**config.mk**
```make
export PLATFORM = sky130hd
export DESIGN_NAME = mac_stream_param
export DESIGN_NICKNAME = d
export VERILOG_FILES = /design/src/rtl/mac_stream_param.sv
export SDC_FILE = /design/constraint.sdc
export NUM_CORES = 1
export LEC_CHECK = 0
export ABC_AREA = 1
export CAP_MARGIN = 15
export CORE_ASPECT_RATIO = 0.7
export CORE_MARGIN = 2
export CORE_UTILIZATION = 60
export CTS_CLUSTER_DIAMETER = 40
export DETAILED_ROUTE_END_ITERATION = 10
export GPL_TIMING_DRIVEN = 0
export PLACE_DENSITY_LB_ADDON = 0.2
export SKIP_CTS_REPAIR_TIMING = 1
export SLEW_MARGIN = 5
export SYNTH_ARGS = -nofsm -noshare
export SYNTH_HDL_FRONTEND = slang
export SYNTH_SLANG_ARGS = --single-unit
```
**constraint.sdc**
```tcl
create_clock -name clk -period 2.85 [get_ports clk]
set_input_delay 0.4275 -clock clk [delete_from_list [all_inputs] [get_ports clk]]
set_output_delay 0.4275 -clock clk [all_outputs]
set_load 0.02 [all_outputs]
```
**src/rtl/mac_stream_param.sv**
```systemverilog
// Streaming signed multiply-accumulate with a saturating accumulator. Define
// MAC_STREAM_RELU_EN to replace negative dot-product results with zero.
`timescale 1ns/1ps

module mac_stream_param #(
    parameter int WIDTH       = 14,
    parameter int MULT_STAGES = 2,
    parameter int ACC_WIDTH   = 2*WIDTH
) (
    input  logic                        clk,
    input  logic                        reset,
    input  logic                        in_valid,
    output logic                        in_ready,
    input  logic signed [WIDTH-1:0]     in_a,
    input  logic signed [WIDTH-1:0]     in_b,
    input  logic                        in_last,
    output logic                        out_valid,
    input  logic                        out_ready,
    output logic signed [ACC_WIDTH-1:0] out_f,
    output logic                        out_sat
);

    localparam int PW = 2*WIDTH;
    localparam logic signed [ACC_WIDTH-1:0] ACC_MAX = {1'b0, {(ACC_WIDTH-1){1'b1}}};
    localparam logic signed [ACC_WIDTH-1:0] ACC_MIN = {1'b1, {(ACC_WIDTH-1){1'b0}}};

    // Handshakes: a beat transfers on a rising edge where valid and ready are
    // both 1. The whole pipeline freezes while a result waits unaccepted, so
    // in_ready is simply the inverse of that stall.
    logic stall;
    logic accept;

    logic signed [PW-1:0] a_ext;
    logic signed [PW-1:0] b_ext;
    logic signed [PW-1:0] prod_full;

    logic signed [PW-1:0]  mult_q [MULT_STAGES];
    logic [MULT_STAGES-1:0] mult_v;
    logic [MULT_STAGES-1:0] mult_l;

    logic signed [ACC_WIDTH-1:0] prod_q;
    logic                        prod_v;
    logic                        prod_l;

    logic signed [ACC_WIDTH-1:0] acc_q;
    logic                        sticky_q;

    logic signed [ACC_WIDTH:0]   sum_w;
    logic                        ovf;
    logic signed [ACC_WIDTH-1:0] clamped;
    logic signed [ACC_WIDTH-1:0] result_f;

    assign stall    = out_valid & ~out_ready;
    assign in_ready = ~stall;
    assign accept   = in_valid & in_ready;

    assign a_ext     = PW'(in_a);
    assign b_ext     = PW'(in_b);
    assign prod_full = a_ext * b_ext;

    // One guard bit: the two top bits of the sum disagree exactly on overflow.
    assign sum_w = (ACC_WIDTH+1)'(acc_q) + (ACC_WIDTH+1)'(prod_q);
    assign ovf   = sum_w[ACC_WIDTH] ^ sum_w[ACC_WIDTH-1];

    always_comb begin
        clamped = sum_w[ACC_WIDTH-1:0];
        if (ovf) begin
            clamped = sum_w[ACC_WIDTH] ? ACC_MIN : ACC_MAX;
        end
    end

`ifdef MAC_STREAM_RELU_EN
    assign result_f = clamped[ACC_WIDTH-1] ? '0 : clamped;
`else
    assign result_f = clamped;
`endif

    always_ff @(posedge clk or negedge reset) begin
        if (!reset) begin
            for (int i = 0; i < MULT_STAGES; i++) begin
                mult_q[i] <= '0;
            end
            mult_v    <= '0;
            mult_l    <= '0;
            prod_q    <= '0;
            prod_v    <= 1'b0;
            prod_l    <= 1'b0;
            acc_q     <= '0;
            sticky_q  <= 1'b0;
            out_valid <= 1'b0;
            out_f     <= '0;
            out_sat   <= 1'b0;
        end else if (!stall) begin
            mult_q[0] <= prod_full;
            mult_v[0] <= accept;
            mult_l[0] <= in_last;
            for (int i = 1; i < MULT_STAGES; i++) begin
                mult_q[i] <= mult_q[i-1];
                mult_v[i] <= mult_v[i-1];
                mult_l[i] <= mult_l[i-1];
            end

            prod_q <= ACC_WIDTH'(mult_q[MULT_STAGES-1]);
            prod_v <= mult_v[MULT_STAGES-1];
            prod_l <= mult_l[MULT_STAGES-1];

            // Not stalled: any held result is either absent or being taken now.
            out_valid <= 1'b0;
            if (prod_v) begin
                if (prod_l) begin
                    out_f     <= result_f;
                    out_sat   <= sticky_q | ovf;
                    out_valid <= 1'b1;
                    acc_q     <= '0;
                    sticky_q  <= 1'b0;
                end else begin
                    acc_q     <= clamped;
                    sticky_q  <= sticky_q | ovf;
                end
            end
        end
    end

endmodule

```
## Word-level counts from Yosys, hierarchy flattened

Cells that the tools add are included.
W data, S select, Z words.

| operators by class | value |
|---|---|
| $mul | 1 |
| bitwise logic cells | 6 |
| order comparisons | 0 |
| equality and inequality tests | 0 |
| shift operators | 0 |
| div/mod/pow operators | 0 |
| reduce and logical (&&, ||, !) cells | 2 |
| $add $sub $neg | 1 |
| multiplexer cells | 6 |

Operators with widths:

| operator | count |
|---|---|
| $mux W28 | 3 |
| $add A28 B28 Y29 | 1 |
| $mul A14 B14 Y28 | 1 |
| $mux W1 | 3 |
| $reduce_and A3 Y1 | 1 |
| $and A1 B1 Y1 | 2 |
| $not A1 Y1 | 2 |
| $reduce_and A2 Y1 | 1 |
| $or A1 B1 Y1 | 1 |
| $xor A1 B1 Y1 | 1 |

| word-level totals | value |
|---|---|
| RAM bits | 0 |
| bits of input ports | 33 |
| memory bits (read-only) | 0 |
| word-level logic and storage cells | 28 |
| memories kept | 0 |
| output and inout port bits | 31 |
| latch bits | 0 |
| bits in registers | 149 |

## Logic depth before layout (Yosys ltp)

| depth | value |
|---|---|
| depth in word-level cells | 4 |
| mapped depth | 29 |

## Worst setup path before layout

OpenSTA, ideal clock, no wires.

| timing path | value |
|---|---|
| kind | input to register |
| start point | in in_a[13] |
| end point | reg mult_q[51] in the netlist's numbering |
| required time | 2.719 ns |
| stages | 23 |
| arrival time | 5.581 ns |
| setup slack | -2.862 ns |
| library setup time | 0.131 ns |
| path through | clkbuf_1 nand2_1 inv_1 fa_1 fa_1 inv_1 fa_1 inv_1 fa_1 fa_1 inv_1 fa_1 inv_1 ha_1 a21oi_1 o21ai_0 a21oi_1 nand2_1 nand2_1 nand2_1 or2_2 nand3_1 o21ai_0 |

| on the way | value |
|---|---|
| cells in the longest elaborated chain, start to end | 1 |

RTL lines:

| what | RTL line | RTL |
|---|---|---|
| from (decl) | 14 | `input logic signed [WIDTH-1:0] in_a,` |
| $mul A14 B14 Y28 | 59 | `assign prod_full = a_ext * b_ext;` |
| to (signal, indexed assignment) | 98 | `mult_q[i] <= mult_q[i-1];` |
| to (decl) | 37 | `logic signed [PW-1:0] mult_q [MULT_STAGES];` |

Every way passes these cells.
A chain may end at the register's enable or synchronous reset.

## Worst setup path after layout

Ends and elaborated chain as after synthesis.

==> flow_summary.ini <==
[outcome]
run_status = finished, violations left
violations = hold timing, setup timing

[logic_synthesis]
synth_area_leader_cell = fa_1
yosysSeqAreaShare = 0.237
synth.top_cell.area_share = 0.249
synth_area_mm2 = 0.0157
syn_area_per_cell_um2 = 7.47
yosys-top-cells-area = fa_1, dfrtp_1, nand2_1, inv_1, ha_1
syn-num-nets = 2429
ys_types = 34
ys.warnings.count = 0
syn_inst = 2105
ys_seq_elements = 149

[critical_path]
cp.required_ns = 3.14
cpPeakStageDelay_ns = 0.64
cp_slowest_cell = fa_2
crit_buf_inv = 7
crit_path_end_kind = register
critPathMaxFanout = 5
cp_data_arrival_time_ns = 5.56
path_common_cell = fa_1
path_delay_family = adder cells
crit_chain = buf_12, clkbuf_16, nand2_8, inv_6, fa_2, fa_2, inv_2, fa_1, inv_1, fa_1, fa_1, inv_2, fa_1, inv_2, ha_4, a21oi_4, o21ai_2, a21oi_2, nand2_4, nand2_2, nand2_2, or2_4, nand3_2, o21ai_1
critPathKind = input port to register
cp-start-kind = input port

[global_route]
grt_max_degree = 91
grt_pass1_wl_mm = 70.9
antenna_found_initial = 0
grt_pass1_vias = 13400
grt_overflow = 0
grt_usage = 0.337

[cells_and_area]
final_cell_mix = nand2_1, inv_1, fa_1, dfrtp_1, ha_1
drive_gt1_frac = 0.172
final_common_cell = nand2_1
antenna_cells = 0
nets = 2568
final_area_mm2 = 0.0193
final_cells = 2587
area_growth_pct = 22.8

[timing]
finalSetupViolations = 24
tightest_slew_ns = 0.873
skew_ns = 0.00898
final.setup.tns_ns = -46.70
fmax_ghz = 0.190
hold_ws_ns = -0.0222
hold_viol_final = 28
finalCritPeriodShare = 1.85
fin_crit_ns = 5.27
slew_headroom = 0.416
worst_slack_ns = -2.42
rsz0062_at_grt = yes
finalMaxSlewViolations = 0

[clock_tree]
cts_sinks = 149
clkTransAtPathRegs_ns = 0.06
cts_tree = yes
h-tree-depth = 4
cts_root_buffer = clkbuf_16
cts_buffers = 17
clock_path_buffers = 2
clock_latency_ns = 0.43

[route]
dr.pass1.iters = 6
via_count = 14000
routed_wl_mm = 46.5
vias_per_cell = 5.41
drc_errors = 0
wire_per_inst_um = 18.0
ant_nets = 0
drt_iter0_drc = 1379

[floorplan]
pin_count = 64
num_rows = 49
die-area_mm2 = 0.0275
die_y_um = 139
core_mm2 = 0.0257
die_w_um = 198
start_util = 0.611

[placement]
dp_hpwl_mm = 35.6
place_area_mm2 = 0.0174
gp_congestion = 0.979
dp.cells = 2500
portBuffers = 63

[run]
drv_cap = 0

[hold_path]
hold_path_class = input port to async pin
## worst paths after layout
kind / endpoint / startpoint / cells past startpoint / slack [ns]
setup / recovery: mult_q[51]$_DFFE_PN0N_ / in_a[13] / 24 / -2.42
hold / removal: out_f[12]$_DFFE_PN0P_ / reset / 1 / -0.02
setup reg to reg: out_f[17]$_DFFE_PN0P_ / prod_q[0]$_DFFE_PN0N_ / 17 / 0.11
hold reg to reg: prod_q[12]$_DFFE_PN0N_ / mult_q[12]$_DFFE_PN0N_ / 2 / 0.47
max in group asynchronous: acc_q[2]$_DFFE_PN0P_ / reset / 2 / 2.03
min in group clk: mult_q[28]$_DFFE_PN0N_ / in_a[0] / 3 / 0.45
## state kept, by name (all words and copies together), names as in the netlist, 2 cells and up
register,count
prod_q,28
out_f,28
mult_l,2
mult_v,2
acc_q,28
mult_q,56
## cells by family after synthesis
family / count (synthesis) / share of synthesized area
XOR/XNOR: 32 / 0.0178
adder cells (fa/ha/maj): 291 / 0.325
flip-flops: 149 / 0.237
AND/OR/NAND/NOR: 979 / 0.246
AO/OA/AOI/OAI: 140 / 0.0488
buffers and inverters: 514 / 0.125
## cells in the mapped netlist
| library cell | n |
|---|---|
| a21boi_0 | 1 |
| a21o_1 | 3 |
| a21oi_1 | 51 |
| a21oi_2 | 3 |
| a22o_1 | 1 |
| a31oi_1 | 1 |
| and3_1 | 1 |
| buf_2 | 6 |
| buf_6 | 4 |
| clkbuf_1 | 53 |
| dfrtp_1 | 149 |
| fa_1 | 196 |
| ha_1 | 95 |
| inv_1 | 449 |
| inv_2 | 2 |
| nand2_1 | 796 |
| nand2_2 | 3 |
| nand2_4 | 1 |
| nand3_1 | 59 |
| nand3_2 | 2 |
| nand3b_1 | 1 |
| nand4_1 | 15 |
| nor2_1 | 71 |
| nor2_2 | 1 |
| nor3_1 | 16 |
| o211ai_1 | 1 |
| o21ai_0 | 62 |
| o21ai_1 | 2 |
| o21bai_1 | 13 |
| o31ai_1 | 2 |
| or2_1 | 1 |
| or2_2 | 12 |
| xnor2_1 | 13 |
| xor2_1 | 19 |
## layer usage
layer | track usage | vias up | wire length, um
li1 | - | 6511 | -
met1 | 0.544 | 6796 | 21300
met2 | 0.455 | 635 | 19000
met3 | 0.0991 | 52 | 5720
met4 | 0.0435 | 0 | 450
met5 | 0 | - | 0
## worst reg2reg max path, stage by stage, from the launching register on
cell and delay [ns]:
dfrtp_1 0.41, ha_4 0.18, inv_1 0.06, fa_2 0.43, inv_2 0.10, nand3_1 0.09
nand3_2 0.13, nand3_1 0.13, nand3_4 0.13, nand2_1 0.10, nand3_1 0.11, nand2_2 0.11
nand2_4 0.16, buf_6 0.17, nand2_1 0.12, nand2_1 0.12, nand2_1 0.08, nand2_1 0.07
## final cells by class
class                           instances  area (um2)
Multi-Input combinational cell       1444       11200
Fill cell                            1870        6430
Sequential cell                       149        3730
Inverter                              451        1710
Timing Repair Buffer                  119        1110
Buffer                                 62         594
Clock buffer                           20         457
Tap cell                              331         414
Clock inverter                         11         126
## per-stage QoR
stage / setup WS, ns / utilization
3_5_place_dp: -3.75 / 0.674
6_report: -2.42 / 0.750
3_3_place_gp: -4.56 / 0.673
2_1_floorplan: -2.37 / -
5_1_grt: -2.62 / 0.750
4_1_cts: -3.33 / 0.697
Power is left out: the tool's default activity adds up to more than one toggle a clock period on the data nets, which glitch-free logic cannot reach.
